--- config.mk ---
export PLATFORM = sky130hd
export DESIGN_NAME = vp_cart_loader
export DESIGN_NICKNAME = d
export VERILOG_FILES = /design/src/rtl/vp_cart_pkg.sv /design/src/rtl/vp_cyc_timer.sv /design/src/rtl/vp_cart_loader.sv
export SDC_FILE = /design/constraint.sdc
export NUM_CORES = 1
export LEC_CHECK = 0
export ABC_AREA = 0
export BUFFER_PORTS_ARGS = -buffer_cell sky130_fd_sc_hd__buf_2
export CAP_MARGIN = 20
export CELL_PAD_IN_SITES_DETAIL_PLACEMENT = 1
export CELL_PAD_IN_SITES_GLOBAL_PLACEMENT = 1
export CORE_MARGIN = 2
export CORE_UTILIZATION = 30
export CTS_BUF_LIST = sky130_fd_sc_hd__clkbuf_4
export DETAILED_ROUTE_END_ITERATION = 16
export PLACE_DENSITY = 0.57
export SKIP_CTS_REPAIR_TIMING = 1
export SLEW_MARGIN = 20
export SYNTH_ARGS = -nofsm -noshare
export SYNTH_HDL_FRONTEND = slang
export SYNTH_SLANG_ARGS = --single-unit
--- constraint.sdc ---
create_clock -name i_clk -period 9.8 [get_ports i_clk]
set_input_delay 1.47 -clock i_clk [delete_from_list [all_inputs] [get_ports i_clk]]
set_output_delay 1.47 -clock i_clk [all_outputs]
set_load 0.005 [all_outputs]
--- src/rtl/vp_cart_pkg.sv ---
// Shared definitions for the cartridge SRAM loader: PAGEMODE codes, image size
// limit, loader state encoding and the checksum helper.
package vp_cart_pkg;

    localparam logic [2:0] PM_P10P11 = 3'b000;
    localparam logic [2:0] PM_VPPLUS = 3'b001;
    localparam logic [2:0] PM_SOREN  = 3'b010;
    localparam logic [2:0] PM_SELECT = 3'b011;
    localparam logic [2:0] PM_SEND   = 3'b100;
    localparam logic [2:0] PM_XROM   = 3'b101;
    localparam logic [2:0] PM_TEST   = 3'b110;

    localparam logic [15:0] MAX_GAME_LEN = 16'd32768;
    localparam int unsigned TMR_W        = 8;

    typedef enum logic [2:0] {
        ST_IDLE    = 3'd0,
        ST_FETCH   = 3'd1,
        ST_W_SETUP = 3'd2,
        ST_W_PULSE = 3'd3,
        ST_W_HOLD  = 3'd4,
        ST_R_SETUP = 3'd5,
        ST_R_WAIT  = 3'd6,
        ST_FINISH  = 3'd7
    } ld_state_e;

    // Additive image checksum, wraps modulo 2^16.
    function automatic logic [15:0] csum_add(input logic [15:0] sum, input logic [7:0] data);
        return sum + {8'h00, data};
    endfunction

endpackage

--- src/rtl/vp_cyc_timer.sv ---
// Loadable down-counter used to time the write/read bus phases; o_done is high
// while the count sits at zero, so loading N-1 yields an N-cycle phase.
module vp_cyc_timer
    import vp_cart_pkg::*;
(
    input  logic             i_clk,
    input  logic             i_rst_n,
    input  logic             i_load,
    input  logic [TMR_W-1:0] i_load_val,
    output logic             o_done
);

    logic [TMR_W-1:0] r_cnt;

    // Phase counter: load on phase entry, then count down to zero and park.
    always_ff @(posedge i_clk or negedge i_rst_n) begin
        if (!i_rst_n) begin
            r_cnt <= {TMR_W{1'b0}};
        end else if (i_load) begin
            r_cnt <= i_load_val;
        end else if (r_cnt != {TMR_W{1'b0}}) begin
            r_cnt <= r_cnt - {{(TMR_W-1){1'b0}}, 1'b1};
        end
    end

    assign o_done = (r_cnt == {TMR_W{1'b0}});

endmodule

--- src/rtl/vp_cart_loader.sv ---
// Streams a game image into cartridge SRAM over the ARDA/ARDD port, optionally
// verifies it by readback checksum, then hands the RAM over via PAGEMODE.
module vp_cart_loader
    import vp_cart_pkg::*;
#(
    parameter int unsigned SETUP_CYC = 2,
    parameter int unsigned PULSE_CYC = 4,
    parameter int unsigned HOLD_CYC  = 1,
    parameter int unsigned READ_CYC  = 3
) (
    input  logic        i_clk,
    input  logic        i_rst_n,
    input  logic        i_start,
    input  logic [15:0] i_game_len,
    input  logic        i_verify,
    input  logic [2:0]  i_mode_in,
    input  logic [7:0]  i_s_data,
    input  logic        i_s_valid,
    output logic        o_s_ready,
    output logic [14:0] o_arda,
    output logic [7:0]  o_ardd_o,
    output logic        o_ardd_oe,
    input  logic [7:0]  i_ardd_i,
    output logic        o_ardwe,
    output logic        o_ardoe,
    output logic [2:0]  o_pagemode,
    output logic        o_busy,
    output logic        o_done,
    output logic        o_err,
    output logic [15:0] o_checksum
);

    localparam logic [TMR_W-1:0] SETUP_LD = TMR_W'(SETUP_CYC - 1);
    localparam logic [TMR_W-1:0] PULSE_LD = TMR_W'(PULSE_CYC - 1);
    localparam logic [TMR_W-1:0] HOLD_LD  = TMR_W'(HOLD_CYC - 1);
    localparam logic [TMR_W-1:0] READ_LD  = TMR_W'(READ_CYC - 1);

    ld_state_e        r_state;
    ld_state_e        w_next_state;
    logic             w_tmr_load;
    logic [TMR_W-1:0] w_tmr_val;
    logic             w_tmr_done;
    logic             w_start_ok;
    logic             w_start_bad;
    logic             w_accept;
    logic             w_wr_done;
    logic             w_rd_done;
    logic             w_last;
    logic             w_finish_ok;
    logic             w_finish_bad;
    logic [15:0]      w_count_inc;

    logic             r_s_ready;
    logic [14:0]      r_arda;
    logic [7:0]       r_ardd_o;
    logic             r_ardd_oe;
    logic             r_ardwe;
    logic             r_ardoe;
    logic [2:0]       r_pagemode;
    logic             r_busy;
    logic             r_done;
    logic             r_err;
    logic [15:0]      r_checksum;
    logic [15:0]      r_rsum;
    logic [15:0]      r_count;
    logic [15:0]      r_len;
    logic             r_verify;
    logic [2:0]       r_mode;

    vp_cyc_timer u_timer (
        .i_clk      (i_clk),
        .i_rst_n    (i_rst_n),
        .i_load     (w_tmr_load),
        .i_load_val (w_tmr_val),
        .o_done     (w_tmr_done)
    );

    assign w_count_inc = r_count + 16'd1;

    // Loader state register.
    always_ff @(posedge i_clk or negedge i_rst_n) begin
        if (!i_rst_n) begin
            r_state <= ST_IDLE;
        end else begin
            r_state <= w_next_state;
        end
    end

    // Next-state decode, phase timer loads and datapath update strobes.
    always_comb begin
        w_next_state = r_state;
        w_tmr_load   = 1'b0;
        w_tmr_val    = {TMR_W{1'b0}};
        w_start_ok   = 1'b0;
        w_start_bad  = 1'b0;
        w_accept     = 1'b0;
        w_wr_done    = 1'b0;
        w_rd_done    = 1'b0;
        w_last       = (w_count_inc == r_len);
        w_finish_ok  = 1'b0;
        w_finish_bad = 1'b0;
        case (r_state)
            ST_IDLE: begin
                if (i_start) begin
                    if (i_game_len > MAX_GAME_LEN) begin
                        w_start_bad = 1'b1;
                    end else if (i_game_len == 16'd0) begin
                        w_start_ok   = 1'b1;
                        w_next_state = ST_FINISH;
                    end else begin
                        w_start_ok   = 1'b1;
                        w_next_state = ST_FETCH;
                    end
                end else begin
                    w_next_state = ST_IDLE;
                end
            end
            ST_FETCH: begin
                if (i_s_valid && r_s_ready) begin
                    w_accept     = 1'b1;
                    w_tmr_load   = 1'b1;
                    w_tmr_val    = SETUP_LD;
                    w_next_state = ST_W_SETUP;
                end else begin
                    w_next_state = ST_FETCH;
                end
            end
            ST_W_SETUP: begin
                if (w_tmr_done) begin
                    w_tmr_load   = 1'b1;
                    w_tmr_val    = PULSE_LD;
                    w_next_state = ST_W_PULSE;
                end else begin
                    w_next_state = ST_W_SETUP;
                end
            end
            ST_W_PULSE: begin
                if (w_tmr_done) begin
                    w_tmr_load   = 1'b1;
                    w_tmr_val    = HOLD_LD;
                    w_next_state = ST_W_HOLD;
                end else begin
                    w_next_state = ST_W_PULSE;
                end
            end
            ST_W_HOLD: begin
                if (w_tmr_done) begin
                    w_wr_done = 1'b1;
                    if (!w_last) begin
                        w_next_state = ST_FETCH;
                    end else if (r_verify) begin
                        w_next_state = ST_R_SETUP;
                    end else begin
                        w_next_state = ST_FINISH;
                    end
                end else begin
                    w_next_state = ST_W_HOLD;
                end
            end
            ST_R_SETUP: begin
                w_tmr_load   = 1'b1;
                w_tmr_val    = READ_LD;
                w_next_state = ST_R_WAIT;
            end
            ST_R_WAIT: begin
                if (w_tmr_done) begin
                    w_rd_done    = 1'b1;
                    w_next_state = w_last ? ST_FINISH : ST_R_SETUP;
                end else begin
                    w_next_state = ST_R_WAIT;
                end
            end
            ST_FINISH: begin
                w_next_state = ST_IDLE;
                if (r_verify && (r_rsum != r_checksum)) begin
                    w_finish_bad = 1'b1;
                end else begin
                    w_finish_ok = 1'b1;
                end
            end
            default: begin
                w_next_state = ST_IDLE;
            end
        endcase
    end

    // Registered bus strobes and datapath; strobes follow the next state so
    // they change on the same edge as the state itself.
    always_ff @(posedge i_clk or negedge i_rst_n) begin
        if (!i_rst_n) begin
            r_s_ready  <= 1'b0;
            r_arda     <= 15'd0;
            r_ardd_o   <= 8'h00;
            r_ardd_oe  <= 1'b0;
            r_ardwe    <= 1'b1;
            r_ardoe    <= 1'b1;
            r_pagemode <= PM_SEND;
            r_busy     <= 1'b0;
            r_done     <= 1'b0;
            r_err      <= 1'b0;
            r_checksum <= 16'd0;
            r_rsum     <= 16'd0;
            r_count    <= 16'd0;
            r_len      <= 16'd0;
            r_verify   <= 1'b0;
            r_mode     <= PM_SEND;
        end else begin
            r_s_ready <= (w_next_state == ST_FETCH);
            r_ardwe   <= (w_next_state != ST_W_PULSE);
            // Data drive starts one cycle into the strobe so the cart has released ARDD.
            r_ardd_oe <= (w_next_state == ST_W_PULSE) && (r_state == ST_W_PULSE);
            r_ardoe   <= (w_next_state != ST_R_WAIT);
            r_busy    <= (w_next_state != ST_IDLE);
            r_done    <= w_finish_ok;
            r_err     <= w_finish_bad | w_start_bad;
            if (w_start_ok) begin
                r_arda     <= 15'd0;
                r_count    <= 16'd0;
                r_checksum <= 16'd0;
                r_rsum     <= 16'd0;
                r_len      <= i_game_len;
                r_verify   <= i_verify;
                r_mode     <= i_mode_in;
                if (i_game_len != 16'd0) begin
                    r_pagemode <= PM_SEND;
                end
            end else if (w_accept) begin
                r_ardd_o   <= i_s_data;
                r_checksum <= csum_add(r_checksum, i_s_data);
            end else if (w_wr_done) begin
                r_count <= w_last ? 16'd0 : w_count_inc;
                r_arda  <= (w_last && r_verify) ? 15'd0 : (r_arda + 15'd1);
            end else if (w_rd_done) begin
                r_rsum  <= csum_add(r_rsum, i_ardd_i);
                r_count <= w_count_inc;
                r_arda  <= r_arda + 15'd1;
            end else if (w_finish_ok) begin
                r_pagemode <= r_mode;
            end
        end
    end

    assign o_s_ready  = r_s_ready;
    assign o_arda     = r_arda;
    assign o_ardd_o   = r_ardd_o;
    assign o_ardd_oe  = r_ardd_oe;
    assign o_ardwe    = r_ardwe;
    assign o_ardoe    = r_ardoe;
    assign o_pagemode = r_pagemode;
    assign o_busy     = r_busy;
    assign o_done     = r_done;
    assign o_err      = r_err;
    assign o_checksum = r_checksum;

endmodule

# [Word-level counts from Yosys, hierarchy flattened]
# Cells that the tools add are included.
# W data, S select, Z words.
[totals] elab_cells=118 inputBits=40 register_bits=112 output_inout_bits=49
[op_classes] addsub=5 eq_ne=17 muxes=55 n_lt_le_gt_ge=1 reduce_logical=20 bitwise=2
[ops] cell="$mux W16" count=11
[ops] cell="$mux W15" count=5
[ops] cell="$mux W3" count=12
[ops] cell="$add A16 B8 Y16" count=2
[ops] cell="$pmux W3 S8" count=1
[ops] cell="$mux W1" count=17
[ops] cell="$add A16 B1 Y16 const B" count=1
[ops] cell="$eq A16 B16 Y1" count=1
[ops] cell="$gt A16 B16 Y1 const B" count=1
[ops] cell="$logic_not A16 Y1" count=1
[ops] cell="$mux W8" count=2
[ops] cell="$ne A16 B16 Y1" count=1
[ops] cell="$reduce_bool A16 Y1" count=1
[ops] cell="$add A15 B1 Y15 const B" count=1
[ops] cell="$eq A3 B3 Y1 const B" count=4
[ops] cell="$mux W2" count=5
[ops] cell="$eq A3 B2 Y1 const B" count=3
[ops] cell="$logic_not A8 Y1" count=1
[ops] cell="$reduce_bool A2 Y1" count=4
[ops] cell="$reduce_bool A8 Y1" count=1
[ops] cell="$sub A8 B1 Y8 const B" count=1
[ops] cell="$eq A3 B1 Y1 const B" count=2
[ops] cell="$ne A2 B2 Y1 const B" count=3
[ops] cell="$pmux W2 S3" count=1
[ops] cell="13 further kinds" count=18

# [Logic depth before layout (Yosys ltp)]
[depth] depth_word=9 ltp_mapped=11 ltp_nobuf=10

# [Hierarchy]
# From an unflattened synthesis, not the netlist that was laid out.
[unflattened] cells_unflattened=754 hier_area_um2=6721.4
[modules_own_cells] module="vp_cart_loader" cells_each=698 area_each_um2=6227.2 seq_area_each_um2=2607.5 n_inst=1
[modules_own_cells] module="vp_cyc_timer" cells_each=56 area_each_um2=494.2 seq_area_each_um2=200.2 n_inst=1

# [Least setup slack after synthesis]
# No wires, ideal clock.
[synth_path] path_type="input-to-reg" startpoint="in i_s_data[0]" endpoint="reg r_checksum[14] (netlist: o_checksum[14])" path_slack_ps=6288 n_path_buf=0 setup_time_ps=120 path_stages=10 t_required_ps=9680 t_arrival_ps=3391 cell_sequence="ha_1 -> inv_1 -> fa_1 -> nor2b_1 -> o21ai_0 -> a21boi_0 -> o21ai_0 -> a211oi_1 -> a31oi_1 -> a41o_1"
[synth_between] elab_chain_len=3
[synth_lines] element="from (decl)" line_no="vp_cart_loader.sv:17" source="input logic [7:0] i_s_data,"
[synth_lines] element="$add A16 B8 Y16" line_no="vp_cart_pkg.sv:29" source="return sum + {8'h00, data};"
[synth_lines] element="$mux W16" line_no="vp_cart_loader.sv:227" source="end else if (w_accept) begin"
[synth_lines] element="$mux W16" line_no="vp_cart_loader.sv:216" source="if (w_start_ok) begin"
[synth_lines] element="to (signal assigned)" line_no="vp_cart_loader.sv:229" source="r_checksum <= csum_add(r_checksum, i_s_data);"
[synth_lines] element="to (decl)" line_no="vp_cart_loader.sv:63" source="logic [15:0] r_checksum;"
# No other way between the ends. The select of a mux whose other input is x is not followed.
# A chain may end at the register's enable or synchronous reset.

# [Worst setup path after layout]
[layout_path] startpoint="reg r_count[0]" endpoint="reg r_arda[4] (netlist: o_arda[4])"
[layout_between] elab_chain_len=7
[layout_lines] element="from (decl)" line_no="vp_cart_loader.sv:65" source="logic [15:0] r_count;"
[layout_lines] element="from (signal assigned)" line_no="vp_cart_loader.sv:231" source="r_count <= w_last ? 16'd0 : w_count_inc;"
[layout_lines] element="from (signal assigned)" line_no="vp_cart_loader.sv:235" source="r_count <= w_count_inc;"
[layout_lines] element="$add A16 B1 Y16" line_no="vp_cart_loader.sv:78" source="assign w_count_inc = r_count + 16'd1;"
[layout_lines] element="$eq A16 B16 Y1" line_no="vp_cart_loader.sv:99" source="w_last = (w_count_inc == r_len);"
[layout_lines] element="$logic_and A1 B1 Y1" line_no="vp_cart_loader.sv:232" source="r_arda <= (w_last && r_verify) ? 15'd0 : (r_arda + 15'd1);"
[layout_lines] element="$mux W15" line_no="vp_cart_loader.sv:232"
[layout_lines] element="$mux W15" line_no="vp_cart_loader.sv:230" source="end else if (w_wr_done) begin"
[layout_lines] element="$mux W15" line_no="vp_cart_loader.sv:227"
[layout_lines] element="$mux W15" line_no="vp_cart_loader.sv:216"
[layout_lines] element="to (signal assigned)" line_no="vp_cart_loader.sv:232"
[layout_lines] element="to (signal assigned)" line_no="vp_cart_loader.sv:236" source="r_arda <= r_arda + 15'd1;"
[layout_lines] element="to (decl)" line_no="vp_cart_loader.sv:54" source="logic [14:0] r_arda;"
# No other way between the ends. The select of a mux whose other input is x is not followed.

==> out/metrics.yaml <==
route:
  wl_per_cell_microns: 17.1
  ant_nets: 0
  wl_mm: 18.3
  first_iter_violations: 246
  drcViolationCount: 0
  drtPass1Iterations: 4
  routed-via-count: 5428
  viasPerCell: 5.07
hold_path:
  min_from: "r_mode[2]"
  hp-class: "reg2reg"
placement:
  dpl.hpwl_mm: 13.7
  gp_congestion: 0.776
  io_buffer_count: 88
logic_synthesis:
  synth_edf_count: 0
  yosys.cell_types.count: 62
  yosys-top-cells-area: "dfrtp_1 (42%), xnor2_1 (6.8%), nand2_1 (6.3%)"
  synth_warnings: 0
  syn_avg_cell_area_sq_um: 9.00
  yosysTopAreaCell: "dfrtp_1"
  yosysMostFrequentCell: "nand2_1"
  syn_nets: 780
  synth_common_cells: "nand2_1 (109), dfrtp_1 (108), xnor2_1 (50)"
  async_reset_ff_frac: 1.00
  synthesis.instances: 719
  synth_top_area_frac: 0.418
  synth-seq-cells: 112
  ys_seq_area_frac: 0.434
  synthesis.area_sq_um: 6470
  synth_top_flop_cell: "dfrtp_1"
cells_and_area:
  area.growth.synth_to_final_pct: 12.9
  drive_gt1_frac: 0.175
  nets: 849
timing:
  max_freq_mhz: 254
  relSlewSlack: 0.327
  setup_violations: 0
  rsz0062_at_grt: "false"
  hold_ws_ps: 478
  worst_pin_slew_ps: 1010
  drv_slew: 0
  post-route-period-util: 0.402
  setup-tns-final_ps: 0
  finalHoldViolCount: 0
  period_needed_ps: 3940
  skew_ps: 24.4
critical_path:
  worstSetupPathType: "reg2reg"
  crit_fanout: 28
  r2r-start: "r_count[0]"
  end_kind: "flip-flop"
  reg2reg_slack_ps: 5860
  critical_path_required_ps: 10150
  crit_start: "r_count[0]"
  cp-start-kind: "flip-flop"
  arrival_ps: 4290
clock_tree:
  clkTransAtPathRegs_ps: 180
  cts_root_buf: "clkbuf_4"
  cts.sinks: 112
  cts_tree: "built"
  clk-insertion-delay-late_ps: 500
  cts_max_path_buffers: 2
  cts_buffers: 9
  ctsHtreeMaxLevel: 3
power:
  switching_share: 0.387
  p_per_area_nw_per_um2: 194
  leakage_uw: 0.00334
  p_int_uw: 867
  p_sw_uw: 546
  peakVddDrop_v: 0.0000585
  clkPwrFrac: 0.178
  seqPwrFrac: 0.493
  pwr-share-comb: 0.329
global_route:
  grt_pass1_vias: 5727
  grt.total_usage: 0.170
  grt_max_degree: 68
  grt_overflow_total: 0
  grt_pass1_wl_mm: 30.3
  grt_antenna_before_repair: 1
floorplanning:
  chipWidth_microns: 151
  start_util: 0.307
  fp.dieH_microns: 151
  dieArea_sq_um: 22800
  coreArea_sq_um: 21100
  ios: 89
  rows: 53
run_status:
  status: "completed"
run:
  cap_viol_max_count: 0
-- worst paths after layout --
check | to | depth (start not counted)
min in group asynchronous | o_arda[10] | 1
worst min-delay path | r_mode[2] | 2
worst max register to register | o_arda[4] | 8
worst max-delay path | o_arda[4] | 8
max in group asynchronous | o_ardd_oe | 2
worst min register to register | r_mode[2] | 2
-- routing by layer --
layer  vias to the layer above  wire length, microns  GRT usage
met5                         -                     0          0
li1                       2651                     -          -
met2                        66                  8920      0.291
met1                      2706                  8640      0.226
met4                         0                   121     0.0280
met3                         5                   583     0.0319
-- metrics by stage --
stage / utilization / total power, uW / area, sq um / setup slack [ps] / std cells
2_1_floorplan: - / 1010 / 6470 / 6290 / 719
3_3_place_gp: 0.339 / 1170 / 7150 / 5650 / 1052
3_5_place_dp: 0.339 / 1180 / 7150 / 5570 / 1052
4_1_cts: 0.346 / 1440 / 7300 / 5850 / 1068
5_1_grt: 0.346 / 1530 / 7300 / 5470 / 1070
6_report: 0.346 / 1410 / 7300 / 5860 / 1071
-- final cells by class --
cell class	count	area [sq um]
Timing Repair Buffer	93	480
Clock inverter	7	77.6
Multi-Input combinational cell	549	3430
Inverter	23	86.3
Tap cell	275	344
Antenna cell	3	7.51
Sequential cell	112	2810
Clock buffer	9	67.6
Fill cell	2511	13800
-- flip-flops by register name (all words and copies together), names as in the netlist --
name           flops
o_checksum        16
r_count           16
r_len             16
r_rsum            16
o_arda            15
o_ardd_o           8
u_timer.r_cnt      8
o_pagemode         3
r_mode             3
r_state            3
o_ardd_oe          1
o_ardoe            1
o_ardwe            1
o_busy             1
o_done             1
o_err              1
o_s_ready          1
r_verify           1
-- power groups by stage --
stage                     clock network (uW)  registers (uW)  logic [uW]
after global routing                     279             717         537
after global placement                     0             705         461
after CTS                                263             699         477
after floorplan                            0             657         349
after detailed placement                   0             708         473
final                                    251             697         465
-- logic make-up after synthesis --
kind of cell | Yosys count | synth area share
simple gates | 315 | 0.238
xor+xnor | 77 | 0.104
compound gates | 118 | 0.114
buf+inv | 58 | 0.0375
fa+ha+maj | 21 | 0.0429
flops | 112 | 0.434
mux | 18 | 0.0294
-- cells in the final DEF (no fill, tap or decap), drive strengths merged, types with 5 or more instances in the layout --
cell type	n
mux2	8
nor2	48
nand4	14
nand2	109
nor4	17
xnor2	50
ha	19
nor3	28
xor2	27
clkbuf	9
dfrtp	108
mux2i	10
buf	93
or3	7
a21o	6
nand3	44
and3	15
a31oi	12
inv	26
nor2b	8
a211oi	5
a21oi	21
o21ai	47
-- critical path, stage by stage, from the launching register on --
cell and delay [ps]:
dfrtp_1 500, ha_1 290, and3_1 260, nand4_1 190, or3_1 410, a221o_1 310
or4_1 990, nor3_2 720, nor3_1 110
No activity file was read; power rests on OpenSTA's default activity.
